## config.mk

```make
export PLATFORM = sky130hd
export DESIGN_NAME = mmio_arbiter_2x1
export DESIGN_NICKNAME = d
export VERILOG_FILES = /design/src/rtl/mem_bus_pkg.sv /design/src/rtl/rr_pick2.sv /design/src/rtl/mmio_arbiter_2x1.sv
export SDC_FILE = /design/constraint.sdc
export NUM_CORES = 1
export LEC_CHECK = 0
export ABC_AREA = 1
export CAP_MARGIN = 0
export CORE_AREA = 2 2 124 126
export CTS_CLUSTER_SIZE = 40
export DETAILED_ROUTE_END_ITERATION = 7
export DIE_AREA = 0 0 126 128
export HOLD_SLACK_MARGIN = 0.15
export PLACE_DENSITY = 0.76
export SETUP_SLACK_MARGIN = 0.4
export SYNTH_ARGS = -nofsm -noshare
export SYNTH_HDL_FRONTEND = slang
export SYNTH_SLANG_ARGS = --single-unit
```

## constraint.sdc

```tcl
create_clock -name clock -period 1.3 [get_ports clock]
set_clock_uncertainty 0.1 [all_clocks]
set_input_delay 0.13 -clock clock [delete_from_list [all_inputs] [get_ports clock]]
set_output_delay 0.13 -clock clock [all_outputs]
set_load 0.05 [all_outputs]
```

## src/rtl/mem_bus_pkg.sv

```systemverilog
// Shared memory-request bus types: function codes, request record and arbiter states.
package mem_bus_pkg;

  localparam int MEM_ADDR_W = 32;
  localparam int MEM_DATA_W = 32;
  localparam int MEM_STRB_W = MEM_DATA_W / 8;

  localparam logic FUNC_RD = 1'b0;
  localparam logic FUNC_WR = 1'b1;

  typedef struct packed {
    logic                  is_cached;
    logic                  is_aligned;
    logic [MEM_ADDR_W-1:0] addr;
    logic [MEM_DATA_W-1:0] data;
    logic                  func;
    logic [MEM_STRB_W-1:0] wstrb;
  } mem_req_t;

  typedef enum logic [1:0] {
    ARB_IDLE,
    ARB_ISSUE,
    ARB_WAIT,
    ARB_RESP
  } arb_state_e;

endpackage

```

## src/rtl/rr_pick2.sv

```systemverilog
// Two-way round-robin select: one-hot grant among two requesters, prio breaks ties.
module rr_pick2 (
  input  logic [1:0] valid,
  input  logic       prio,
  output logic [1:0] grant,
  output logic       any
);

  // prio names the master that wins when both request.
  assign grant[0] = valid[0] & (~valid[1] | ~prio);
  assign grant[1] = valid[1] & (~valid[0] |  prio);
  assign any      = valid[0] | valid[1];

endmodule

```

## src/rtl/mmio_arbiter_2x1.sv

```systemverilog
// Two-master to one-slave memory-request arbiter with round-robin grant, one
// outstanding transaction and a response buffer for the device's one-cycle strobe.
module mmio_arbiter_2x1
  import mem_bus_pkg::*;
#(
  parameter int ADDR_W = MEM_ADDR_W,
  parameter int DATA_W = MEM_DATA_W
) (
  input  logic                clock,
  input  logic                reset,

  output logic                in0_req_ready,
  input  logic                in0_req_valid,
  input  logic                in0_req_bits_is_cached,
  input  logic                in0_req_bits_is_aligned,
  input  logic [ADDR_W-1:0]   in0_req_bits_addr,
  input  logic [DATA_W-1:0]   in0_req_bits_data,
  input  logic                in0_req_bits_func,
  input  logic [DATA_W/8-1:0] in0_req_bits_wstrb,
  input  logic                in0_resp_ready,
  output logic                in0_resp_valid,
  output logic [DATA_W-1:0]   in0_resp_bits_data,

  output logic                in1_req_ready,
  input  logic                in1_req_valid,
  input  logic                in1_req_bits_is_cached,
  input  logic                in1_req_bits_is_aligned,
  input  logic [ADDR_W-1:0]   in1_req_bits_addr,
  input  logic [DATA_W-1:0]   in1_req_bits_data,
  input  logic                in1_req_bits_func,
  input  logic [DATA_W/8-1:0] in1_req_bits_wstrb,
  input  logic                in1_resp_ready,
  output logic                in1_resp_valid,
  output logic [DATA_W-1:0]   in1_resp_bits_data,

  input  logic                out_req_ready,
  output logic                out_req_valid,
  output logic                out_req_bits_is_cached,
  output logic                out_req_bits_is_aligned,
  output logic [ADDR_W-1:0]   out_req_bits_addr,
  output logic [DATA_W-1:0]   out_req_bits_data,
  output logic                out_req_bits_func,
  output logic [DATA_W/8-1:0] out_req_bits_wstrb,
  output logic                out_resp_ready,
  input  logic                out_resp_valid,
  input  logic [DATA_W-1:0]   out_resp_bits_data
);

  arb_state_e        state_q, state_d;
  logic              prio_q, prio_d;
  logic              gnt_q, gnt_d;
  mem_req_t          req_q, req_d;
  mem_req_t          in0_req, in1_req;
  logic [DATA_W-1:0] resp_q, resp_d;
  logic [1:0]        pick;
  logic              pick_any;

  assign in0_req = '{is_cached:  in0_req_bits_is_cached,
                     is_aligned: in0_req_bits_is_aligned,
                     addr:       in0_req_bits_addr,
                     data:       in0_req_bits_data,
                     func:       in0_req_bits_func,
                     wstrb:      in0_req_bits_wstrb};

  assign in1_req = '{is_cached:  in1_req_bits_is_cached,
                     is_aligned: in1_req_bits_is_aligned,
                     addr:       in1_req_bits_addr,
                     data:       in1_req_bits_data,
                     func:       in1_req_bits_func,
                     wstrb:      in1_req_bits_wstrb};

  rr_pick2 u_pick (
    .valid ({in1_req_valid, in0_req_valid}),
    .prio  (prio_q),
    .grant (pick),
    .any   (pick_any)
  );

  always_ff @(posedge clock) begin
    if (reset) begin
      state_q <= ARB_IDLE;
      prio_q  <= 1'b0;
      gnt_q   <= 1'b0;
      req_q   <= '{func: FUNC_RD, default: '0};
      resp_q  <= '0;
    end else begin
      state_q <= state_d;
      prio_q  <= prio_d;
      gnt_q   <= gnt_d;
      req_q   <= req_d;
      resp_q  <= resp_d;
    end
  end

  // Grant readiness is gated by reset so a master never sees a handshake that is then discarded.
  always_comb begin
    state_d       = state_q;
    prio_d        = prio_q;
    gnt_d         = gnt_q;
    req_d         = req_q;
    resp_d        = resp_q;
    in0_req_ready = 1'b0;
    in1_req_ready = 1'b0;
    case (state_q)
      ARB_IDLE: begin
        if (pick_any && !reset) begin
          in0_req_ready = pick[0];
          in1_req_ready = pick[1];
          gnt_d         = pick[1];
          prio_d        = pick[0];
          req_d         = pick[1] ? in1_req : in0_req;
          state_d       = ARB_ISSUE;
        end
      end
      ARB_ISSUE: begin
        if (out_req_ready) state_d = ARB_WAIT;
      end
      ARB_WAIT: begin
        if (out_resp_valid) begin
          resp_d  = out_resp_bits_data;
          state_d = ARB_RESP;
        end
      end
      ARB_RESP: begin
        if (gnt_q ? in1_resp_ready : in0_resp_ready) state_d = ARB_IDLE;
      end
      default: state_d = ARB_IDLE;
    endcase
  end

  assign out_req_valid           = (state_q == ARB_ISSUE);
  assign out_req_bits_is_cached  = req_q.is_cached;
  assign out_req_bits_is_aligned = req_q.is_aligned;
  assign out_req_bits_addr       = req_q.addr;
  assign out_req_bits_data       = req_q.data;
  assign out_req_bits_func       = req_q.func;
  assign out_req_bits_wstrb      = req_q.wstrb;
  assign out_resp_ready          = (state_q == ARB_WAIT);

  assign in0_resp_valid     = (state_q == ARB_RESP) && !gnt_q;
  assign in1_resp_valid     = (state_q == ARB_RESP) &&  gnt_q;
  assign in0_resp_bits_data = resp_q;
  assign in1_resp_bits_data = resp_q;

  // The device ignores resp_ready, so a strobe outside WAIT would be silently lost.
  resp_outside_wait_a: assert property (@(posedge clock) disable iff (reset)
    !(out_resp_valid && state_q != ARB_WAIT));

endmodule

```

-- Word level (Yosys, flattened, before mapping)
Index checks and enable logic that the tools add are counted.
- output and inout port bits: 141
- input bits: 182
- word-level logic and storage cells: 45
- bits in registers: 107
- eq/ne operators: 7
- multiplexer cells: 11
- reductions and logical operators: 9
- bitwise gates (word level): 8
- operator list (cell ; count):
    71-bit two-way mux ; 1
    2-bit two-way mux ; 4
    2-bit one-hot mux with 4 select lines ; 1
    2-bit != test (second input constant) ; 3
    1-bit two-way mux ; 5
    2-bit equality test (second input constant) ; 2
    2-bit AND reduction ; 2
    4-bit AND reduction ; 1
    1-bit logical AND ; 3
    1-bit NOT ; 3
    1-bit OR ; 3
    1-bit bitwise AND ; 2
    2-bit by 1-bit equality test with 1-bit output (second input constant) ; 1
    1-bit logical NOT ; 2
    2-bit logical NOT ; 1
    2-bit by 1-bit != test with 1-bit output (second input constant) ; 1

-- Logic depth before layout (Yosys ltp)
Gate-level depths: netlist of run 1.
- depth after elaboration: 5
- gate-level depth with buffers: 9
- depth with buffers taken out: 9

-- By module
A second synthesis of run 1 with hierarchy kept.
- cell total of the unflattened synthesis: 761
- area, all modules: 5109.9 sq um
- modules (own cells, without submodules) (module ; sequential area each (sq um) ; area an instance (sq um) ; times used ; cells an instance):
    mmio_arbiter_2x1 ; 2142.1 ; 5083.6 ; 1 ; 755
    rr_pick2 ; 0.0 ; 26.3 ; 1 ; 6

-- Worst setup path after synthesis of run 1
No wires, ideal clock.
- path kind: reg-to-reg
- from: reg state_q[0]
- to: reg resp_q[23] (netlist: in0_resp_bits_data[23])
- path buffers: 1
- clock period less this slack: 1.776 ns
- data required time: 1.135 ns
- arrival time: 1.611 ns
- stages on the path, launching flop included: 8
- library setup time: 0.065 ns
- setup slack: -0.476 ns
- path through: dfxtp_1 > inv_1 > ha_1 > nand2_1 > inv_1 > buf_2 > nor2_1 > nor2_1
- longest elaborated chain between the ends: 2
- RTL lines (item ; line ; RTL):
    start, declared ; mmio_arbiter_2x1.sv:49 ; arb_state_e state_q, state_d;
    start signal, assigned ; mmio_arbiter_2x1.sv:87 ; state_q <= state_d;
    2-bit equality test ; -- ;
    net out_resp_ready ; mmio_arbiter_2x1.sv:44 ; output logic out_resp_ready,
    2-bit AND reduction (no source line) ; -- ;
    end signal, assigned ; mmio_arbiter_2x1.sv:91 ; resp_q <= resp_d;
    end, declared ; mmio_arbiter_2x1.sv:54 ; logic [DATA_W-1:0] resp_q, resp_d;
The timed path passes the listed nets, and every way through them passes these cells.
A chain may end at the register's enable or synchronous reset.

-- Worst setup path after layout of run 1
- from: reg state_q[0]
- to: reg resp_q[1] (netlist: in0_resp_bits_data[1])
- longest elaborated chain between the ends: 2
- RTL lines (item ; line ; RTL):
    2-bit equality test ; mmio_arbiter_2x1.sv:104 ; case (state_q)
    2-bit AND reduction (no source line) ; -- ;
No other way between the ends.

==> results.sh, run 1 <==
export IMPL_status="finished, violations left"
export IMPL_violations="negative setup slack"
export IMPL_numCtsBuffers=9
export IMPL_port_buffers=322
export IMPL_start_util_pct=31.1
export IMPL_drt_initial_drc_count=295
export IMPL_max_slew_margin_pct=76.1
export IMPL_drt_total_wl_um=24500
export IMPL_dieWidth_um=126
export IMPL_r2r_start="state_q[0]"
export IMPL_hold_path_end="prio_q"
export IMPL_leakage_uw=0.00461
export IMPL_finalHoldViolations=0
export IMPL_synth_nets=806
export IMPL_ant_nets=0
export IMPL_track_usage_pct=25.0
export IMPL_synth_seq_cells=107
export IMPL_rrSetupSlack_ps=-420
export IMPL_ir_drop_mv=0.929
export IMPL_overflow=0
export IMPL_path_class="flip-flop to flip-flop"
export IMPL_vias=6104
export IMPL_clockBufferDepth=2
export IMPL_grt_pass1_vias=5819
export IMPL_setup_slack_ps=-420
export IMPL_syn2layout_area_growth_pct=152
export IMPL_die_area_um2=16100
export IMPL_row_count=45
export IMPL_critical_path_max_stage_delay_ps=340
export IMPL_yosys_warnings=0
export IMPL_cp_num_buf_inv=6
export IMPL_post_drt_wl_per_cell_um=20.9
export IMPL_ios=323
export IMPL_critPathRequiredTime_ps=1440
export IMPL_dp_hpwl_um=13500
export IMPL_timing_fmax_mhz=581
export IMPL_yosysUniqueCellTypes=20
export IMPL_slew_violations=0
export IMPL_fp_dieH_um=128
export IMPL_critPathLaunchType="flip-flop"
export IMPL_clock_latency_ps=340
export IMPL_antenna_found_initial=0
export IMPL_pwr_density_cell_nw_per_um2=1980
export IMPL_synth_seq_area_share_pct=46.4
export IMPL_crit_family="buffers and inverters"
export IMPL_worst_path_max_delay_cell="dfxtp_2"
export IMPL_finalWeightedCongestion=0.782
export IMPL_synth_area_um2=4620
export IMPL_drv_cap=0
export IMPL_cts_hold_buf=0
export IMPL_dpl_worst_slack_ps=-430
export IMPL_hold_path_class="primary input to flip-flop"
export IMPL_grt_pass1_wl_um=31400
export IMPL_crit_chain="inv_4 -> buf_4 -> buf_6 -> ha_4 -> buf_6 -> nand2_8 -> buf_12 -> buf_16 -> o21ai_1 -> nor2_1"
export IMPL_fin_tns_setup_ps=-35500
export IMPL_first_pass_iters=5
export IMPL_layout_nets=1170
export IMPL_avgSynthCellArea_um2=7.46
export IMPL_drc=0
export IMPL_viasPerCell=5.19
export IMPL_min_from="in0_req_valid"
export IMPL_root_buffer="clkbuf_16"
export IMPL_diodes=0
export IMPL_grt_setup_unrepaired="yes"
export IMPL_setup_viol=113
export IMPL_htree_levels=3
export IMPL_drive_gt1_share_pct=49.5
export IMPL_core_area_um2=14900
export IMPL_cts_sinks=107
export IMPL_rr_endpoint="in0_resp_bits_data[1]"
export IMPL_end_kind="flip-flop"
export IMPL_worstPathMaxFanout=10
export IMPL_whs_path_depth=3
export IMPL_tritoncts="built"
export IMPL_clk_pin_slew_ps=70
export IMPL_min_period_ps=1720
export IMPL_arrival_ps=1860
export IMPL_post_route_period_util_pct=132
export IMPL_grt_max_degree=54
export IMPL_worstMarginPinSlew_ps=358
export IMPL_crit_top_cell="buf_6"
export IMPL_syn_inst=619
export IMPL_r2r_cells=10
-- worst reg2reg max path: cells and delay by family (launching register included) --
family / cells / cell delay (ps)
AO/OA/AOI/OAI: 1 / 200
AND/OR/NAND/NOR: 2 / 150
buffers and inverters: 6 / 680
adder cells (fa/ha/maj): 1 / 140
flip-flops: 1 / 340
-- state kept, by name, summed over array words and instances (netlist names) --
signal / cells
gnt_q: 1
out_req_bits_is_aligned: 1
out_req_bits_data: 32
in0_resp_bits_data: 32
out_req_bits_addr: 32
out_req_bits_wstrb: 4
out_req_bits_is_cached: 1
prio_q: 1
state_q: 2
out_req_bits_func: 1
-- area by class of cell --
type,instances,area (µm²)
clock buffers,12,256
clock inverters,4,48.8
fillers,809,3230
inverters,19,119
multi-input cells,415,2460
flip-flops and latches,107,2370
well taps,188,235
repair buffers,428,6090
repair inverters,3,60.1
-- layer usage --
metal / track usage (%) / share of wire (%) / wire [µm]
met5: 0 / 0 / 0
met4: 8.66 / 3.4 / 824
met3: 6.80 / 7.4 / 1820
met2: 46.2 / 53 / 12900
met1: 27.6 / 36 / 8950
-- synthesized netlist by cell type, drive strengths merged --
library cell | instances | share of area, %
o21ai | 175 | 19
nor2 | 140 | 11
dfxtp | 107 | 46
nand3 | 74 | 8.0
buf | 66 | 9.2
inv | 19 | 1.5
nand2 | 17 | 1.4
clkbuf | 12 | 1.0
ha | 5 | 1.4
a21oi | 2 | 0.22
nand4 | 2 | 0.27
-- kinds of logic after synthesis --
group | count (synthesis) | share of synthesized area, %
simple gates | 233 | 21.2
buf+inv | 97 | 11.8
flops | 107 | 46.4
compound gates | 177 | 19.3
fa+ha+maj | 5 | 1.36
-- worst max path at each step --
stage | slack, ps | depth (start not counted) | end | start
4_1_cts | -400 | 8 | in0_req_ready | state_q[1]
3_3_place_gp | -390 | 7 | in0_req_ready | in0_req_valid
3_5_place_dp | -430 | 7 | out_req_bits_addr[14] | in0_req_valid
6_report | -420 | 10 | in0_resp_bits_data[1] | state_q[0]
5_1_grt | -490 | 7 | in0_req_ready | prio_q
2_1_floorplan | -140 | 8 | in0_req_ready | state_q[1]
-- cell usage in the layout, fill, tap and decap left out, types with 7 or more instances in the layout --
cell | Yosys | final
nand3_1 | 74 | 63
nor2_2 | 1 | 14
o21ai_0 | 41 | 7
inv_1 | 16 | 7
clkbuf_16 | 0 | 14
nand3_2 | 0 | 10
nand2_1 | 16 | 10
o21ai_1 | 133 | 120
dfxtp_4 | 0 | 37
buf_6 | 1 | 14
nor2_1 | 139 | 104
o21ai_2 | 1 | 48
buf_4 | 39 | 54
clkdlybuf4s50_1 | 0 | 180
nor2_4 | 0 | 22
buf_16 | 0 | 13
buf_12 | 0 | 159
dfxtp_2 | 0 | 68
-- where the power goes --
| part | leakage [µW] | internal (µW) | switching (µW) |
|---|---|---|---|
| Sequential | 0.000931 | 4470 | 1230 |
| Combinational | 0.00353 | 7330 | 7170 |
| Clock | 0.000149 | 1600 | 1270 |
| Total | 0.00461 | 13400 | 9670 |
-- through the flow --
stage	utilization (%)	cells	cell area (µm²)	total power [µW]	hold slack (ps)
floorplan	-	619	4900	11000	92.4
global placement	65.0	1082	9660	17000	350
detailed placement	65.0	1082	9660	17200	367
CTS	73.4	1131	10900	21800	179
global route	78.3	1176	11600	23800	241
finish	78.3	1176	11600	23100	235
-- timing repair --
action                                  in CTS  in global routing
gates cloned                                15                  6
setup buffers                               18                 39
gates resized for setup                    162                 87
pin swaps                                    5                 24
endpoints found under the setup margin     248                248
Power figures use the tool's default switching activity.
==> run 2, diff against run 1 <==
--- a/config.mk
+++ b/config.mk
@@ -12,7 +12,7 @@
 export DETAILED_ROUTE_END_ITERATION = 7
 export DIE_AREA = 0 0 126 128
 export HOLD_SLACK_MARGIN = 0.15
-export PLACE_DENSITY = 0.76
+export PLACE_DENSITY = 0.73
 export SETUP_SLACK_MARGIN = 0.4
 export SYNTH_ARGS = -nofsm -noshare
 export SYNTH_HDL_FRONTEND = slang
==> constraint.sdc (replaced) <==
create_clock -name clock -period 2.2 [get_ports clock]
set_clock_uncertainty 0.1 [all_clocks]
set_input_delay 0.22 -clock clock [delete_from_list [all_inputs] [get_ports clock]]
set_output_delay 0.22 -clock clock [all_outputs]
set_load 0.05 [all_outputs]
==> run 2 against run 1 <==
  * The flow now finishes without violations
  * First-iteration DRC count decreased by 20%
  * Total power down 59%
  * Final cell count down 7.7%
  * Die area did not move
  * Sequential cell count unchanged
  * Clock power down 40%
  * Count of clock-buffer cells in the layout shrank 1
  * Global-route usage down 5.3 points
  * Core utilization fell by 24 points
  * Non-clock buffer count down 88
  * Sequential power shrank 51%
  * Largest cell class unchanged
==> results.sh, run 2 (synthesis results as in run 1) <==
export IMPL_dp_hpwl_um=12100
export IMPL_cts_sinks=107
export IMPL_tritoncts="built"
export IMPL_grt_pass1_vias=4755
export IMPL_switching_share_pct=47.8
export IMPL_dp_cells=1064
export IMPL_r2r_cells=8
export IMPL_core_area_um2=14900
export IMPL_hold_path_class="flip-flop to flip-flop"
export IMPL_numCtsBuffers=9
export IMPL_htree_levels=3
export IMPL_finalHoldViolations=0
export IMPL_row_count=45
export IMPL_clkPwrFrac_pct=18.4
export IMPL_end_kind="output pin"
export IMPL_drt_total_wl_um=16500
export IMPL_ant_nets=0
export IMPL_fp_dieH_um=128
export IMPL_viasPerCell=4.73
export IMPL_pwr_density_cell_nw_per_um2=1170
export IMPL_max_slew_margin_pct=63.7
export IMPL_met3_length_um=1460
export IMPL_diodes=0
export IMPL_setup_viol=0
export IMPL_clock_latency_ps=350
export IMPL_whs_path_depth=2
export IMPL_vias=5129
export IMPL_worstMarginPinSlew_ps=546
export IMPL_path_class="flip-flop to output pin"
export IMPL_drt_initial_drc_count=236
export IMPL_timing_fmax_mhz=564
export IMPL_drc=0
export IMPL_critPathLaunchType="flip-flop"
export IMPL_met2_length_um=8040
export IMPL_wl_met1_um=6550
export IMPL_post_drt_wl_per_cell_um=15.2
export IMPL_clk_pin_slew_ps=70
export IMPL_worstPathMaxFanout=4
export IMPL_drive_gt1_share_pct=6.13
export IMPL_min_period_ps=1770
export IMPL_setup_slack_ps=428
export IMPL_die_area_um2=16100
export IMPL_status="complete, no violations"
export IMPL_drv_cap=0
export IMPL_slew_violations=0
export IMPL_critPathRequiredTime_ps=1880
export IMPL_leakage_uw=0.00358
export IMPL_first_pass_iters=7
export IMPL_power_frac_seq_pct=29.7
export IMPL_overflow=0
export IMPL_internal_power_uw=4890
export IMPL_layout_nets=1079
export IMPL_root_buffer="clkbuf_16"
export IMPL_dpl_worst_slack_ps=224
export IMPL_grt_max_degree=106
export IMPL_comb_power_share_pct=52.0
export IMPL_post_route_period_util_pct=80.5
export IMPL_fin_tns_setup_ps=0
export IMPL_clockBufferDepth=2
export IMPL_top_layer_used="met5"
export IMPL_holdWs_ps=368
export IMPL_layout_common_cells="181 x clkdlybuf4s50_1, 139 x nor2_1, 135 x dlygate4sd2_1"
export IMPL_dieWidth_um=126
export IMPL_syn2layout_area_growth_pct=73.5
export IMPL_p_switching_uw=4490
export IMPL_cts_hold_buf=0
export IMPL_start_util_pct=31.1
export IMPL_ir_drop_mv=0.504
export IMPL_arrival_ps=1450
export IMPL_antenna_found_initial=1
export IMPL_grt_pass1_wl_um=25200
export IMPL_port_buffers=322
export IMPL_final_common_cell="clkdlybuf4s50_1"
export IMPL_finalNonFillerCells=1085
export IMPL_finalWeightedCongestion=0.765
export IMPL_grt_setup_unrepaired="yes"
export IMPL_ios=323
export IMPL_track_usage_pct=19.8
[run 2: changes by cell type in the layout (fill, tap and decap cells not counted), moves of 14 or more]
cell / change
buf_12: -152
buf_4: -40
dfxtp_1: +103
dfxtp_2: -67
dfxtp_4: -36
dlygate4sd2_1: +134
nor2_1: +35
nor2_2: -14
nor2_4: -21
o21ai_0: +34
o21ai_2: -47
[run 2: timing repair]
item | CTS | global route
hold endpoints to repair | 0 | 0
setup buffers | 2 | 3
cloned | 0 | 0
pin swaps | 1 | 3
setup endpoints to repair | 149 | 36
resized for setup | 148 | 14
[run 2: worst paths after layout]
| path | from | end | slack (ps) |
|---|---|---|---|
| setup / recovery | state_q[1] | in0_req_ready | 430 |
| hold / removal | out_req_bits_data[9] | out_req_bits_data[9] | 370 |
| setup reg to reg | state_q[1] | out_req_bits_addr[2] | 520 |
| hold reg to reg | out_req_bits_data[9] | out_req_bits_data[9] | 370 |
[run 2: critical path: stages (launching register included)]
cell	delay, ps
dfxtp_4	360
inv_4	80
ha_4	160
inv_4	40
nor2_4	140
nand3_2	100
inv_2	90
buf_12	130
[run 2: area by class of cell]
cell class                 count  area (µm²)
clock inverter                 5        77.6
inverter                      19        85.1
fill                        1494        6860
clock buffer                  11         233
multi-input combinational    415        1960
sequential                   107        2150
tap                          188         235
timing repair buffer         340        3270
[run 2: power groups by stage]
stage	Sequential, µW	Combinational, µW	Clock [µW]
global route	2860	5140	1850
finish	2780	4870	1720
detailed placement	2850	5240	0
CTS	2780	4850	1760
global placement	2820	5220	0
floorplan	4610	1680	0
[run 2: per-stage QoR]
stage                     instance area (µm²)  util [%]  total power (µW)
after floorplan                          4620         -              6290
after global placement                   7780      52.4              8040
after detailed placement                 7780      52.4              8090
after CTS                                7960      53.6              9400
after global routing                     8010      53.9              9850
final                                    8010      53.9              9380
[run 2: metal layers]
metal | vias to the layer above | global-route usage (%)
met2 | 229 | 34.4
met4 | 2 | 8.02
li1 | 2586 | -
met1 | 2280 | 22.5
met5 | - | 0
met3 | 32 | 6.22
==> run 3, diff against run 2 <==
--- a/config.mk
+++ b/config.mk
@@ -12,7 +12,7 @@
 export DETAILED_ROUTE_END_ITERATION = 7
 export DIE_AREA = 0 0 126 128
 export HOLD_SLACK_MARGIN = 0.15
-export PLACE_DENSITY = 0.73
+export PLACE_DENSITY = 0.76
 export SETUP_SLACK_MARGIN = 0.4
 export SYNTH_ARGS = -nofsm -noshare
 export SYNTH_HDL_FRONTEND = slang
==> constraint.sdc (replaced) <==
create_clock -name clock -period 1.5 [get_ports clock]
set_clock_uncertainty 0.1 [all_clocks]
set_input_delay 0.15 -clock clock [delete_from_list [all_inputs] [get_ports clock]]
set_output_delay 0.15 -clock clock [all_outputs]
set_load 0.05 [all_outputs]
==> run 3 against run 2 <==
  * The run now ends with negative setup slack left
  * Combinational power is 140% higher
  * Total power is 100% higher
  * Worst hold slack worse by 82 ps
  * Critical path type unchanged
  * Largest cell class unchanged
==> results.sh, run 3 (synthesis results as in run 1) <==
export IMPL_status="finished, violations left"
export IMPL_violations="negative setup slack"
export IMPL_drt_total_wl_um=24400
export IMPL_setup_slack_ps=-255
export IMPL_drive_gt1_share_pct=49.1
export IMPL_worstMarginPinSlew_ps=383
export IMPL_final_common_cell="clkdlybuf4s50_1"
export IMPL_dpl_worst_slack_ps=-282
export IMPL_slew_violations=0
export IMPL_cts_sinks=107
export IMPL_viasPerCell=5.17
export IMPL_dp_hpwl_um=12600
export IMPL_clock_latency_ps=350
export IMPL_track_usage_pct=25.4
export IMPL_numCtsBuffers=9
export IMPL_root_buffer="clkbuf_16"
export IMPL_layout_nets=1169
export IMPL_vias=6074
export IMPL_clk_pin_slew_ps=70
export IMPL_grt_max_degree=53
export IMPL_grt_pass1_wl_um=31900
export IMPL_worstPathMaxFanout=25
export IMPL_antenna_found_initial=0
export IMPL_rrSetupSlack_ps=-210
export IMPL_fp_dieH_um=128
export IMPL_min_period_ps=1750
export IMPL_drv_cap=0
export IMPL_crit_end="in0_req_ready"
export IMPL_utilization_pct=74.2
export IMPL_tritoncts="built"
export IMPL_path_class="flip-flop to output pin"
export IMPL_power_total_uw=19000
export IMPL_syn2layout_area_growth_pct=139
export IMPL_ios=323
export IMPL_timing_fmax_mhz=570
export IMPL_critPathRequiredTime_ps=1250
export IMPL_ir_drop_mv=0.864
export IMPL_r2r_cells=11
export IMPL_grt_setup_unrepaired="yes"
export IMPL_row_count=45
export IMPL_layout_common_cells="180 x clkdlybuf4s50_1, 128 x o21ai_1, 99 x buf_8"
export IMPL_diodes=0
export IMPL_fin_tns_setup_ps=-10980
export IMPL_end_kind="output pin"
export IMPL_htree_levels=3
export IMPL_first_pass_iters=4
export IMPL_drt_initial_drc_count=329
export IMPL_die_area_um2=16100
export IMPL_ant_nets=0
export IMPL_hold_path_class="primary input to flip-flop"
export IMPL_start_util_pct=31.1
export IMPL_pwr_density_cell_nw_per_um2=1720
export IMPL_max_slew_margin_pct=74.5
export IMPL_clockBufferDepth=2
export IMPL_setup_viol=89
export IMPL_critPathLaunchType="flip-flop"
export IMPL_post_drt_wl_per_cell_um=20.8
export IMPL_finalWeightedCongestion=0.815
export IMPL_drc=0
export IMPL_arrival_ps=1500
export IMPL_r2r_start="state_q[0]"
export IMPL_leakage_uw=0.00445
export IMPL_overflow=0
export IMPL_design_area_um2=11000
export IMPL_finalHoldViolations=0
export IMPL_rr_endpoint="out_req_bits_data[21]"
export IMPL_cp_startpoint="prio_q"
export IMPL_grt_pass1_vias=5783
export IMPL_dieWidth_um=126
export IMPL_dpl_instance_area_um2=8380
export IMPL_port_buffers=322
export IMPL_post_route_period_util_pct=117
export IMPL_core_area_um2=14900
[run 3: cell types whose count changed in the layout (fill, tap and decap cells not counted), moves of 36 or more]
cell,previous run,this run
dfxtp_1,105,2
o21ai_0,41,5
dfxtp_2,1,70
buf_4,14,65
buf_12,7,60
nor2_1,139,97
dlygate4sd2_1,135,0
buf_8,0,99
[run 3: through the flow]
step           hold slack, ps  std cells
3_5_place_dp              364       1091
4_1_cts                   277       1135
2_1_floorplan             112        619
6_report                  287       1174
5_1_grt                   294       1174
3_3_place_gp              361       1091
[run 3: what timing repair did]
| item | in CTS | in global routing |
|---|---|---|
| setup buffers | 18 | 37 |
| hold buffers | 0 | 0 |
| endpoints found under the setup margin | 248 | 248 |
| resized for setup | 295 | 179 |
| cloned | 11 | 2 |
| endpoints found under the hold margin | 0 | 0 |
| pin swaps | 14 | 16 |
[run 3: metal layers]
| metal | vias to the layer above | part of all wire, % | track usage (%) |
|---|---|---|---|
| met2 | 375 | 52 | 46.4 |
| met4 | 0 | 4.9 | 12.2 |
| met1 | 2836 | 36 | 27.5 |
| li1 | 2775 | - | - |
| met3 | 88 | 7.8 | 6.26 |
| met5 | - | 0 | 0 |
[run 3: worst max-delay path, cell delays in order (launching register included)]
cell        delay [ps]
dfxtp_1            360
inv_1               50
nand2_1             90
nand2_2            100
buf_12             180
nand3_4            110
clkinvlp_4         110
buf_12             150
[run 3: area by class of cell]
type | instances | area, µm²
repair buffers | 427 | 5430
fillers | 916 | 3840
multi-input cells | 415 | 2490
flip-flops and latches | 107 | 2360
clock buffers | 11 | 253
well taps | 188 | 235
inverters | 19 | 120
clock inverters | 4 | 73.8
repair inverters | 3 | 60.1
[run 3: how the worst min path moves through the flow]
stage	slack (ps)	startpoint	end	depth (start not counted)
2_1_floorplan	110	reset	gnt_q	1
3_3_place_gp	360	prio_q	prio_q	2
3_5_place_dp	360	prio_q	prio_q	2
4_1_cts	280	in0_req_bits_data[31]	out_req_bits_data[31]	3
5_1_grt	290	in0_req_bits_data[7]	out_req_bits_data[7]	3
6_report	290	in0_req_bits_data[16]	out_req_bits_data[16]	3
[run 3: report_power, final]
group / internal [µW] / switching (µW)
combinational: 5380 / 6140
sequential: 3870 / 940
clock: 1550 / 1090
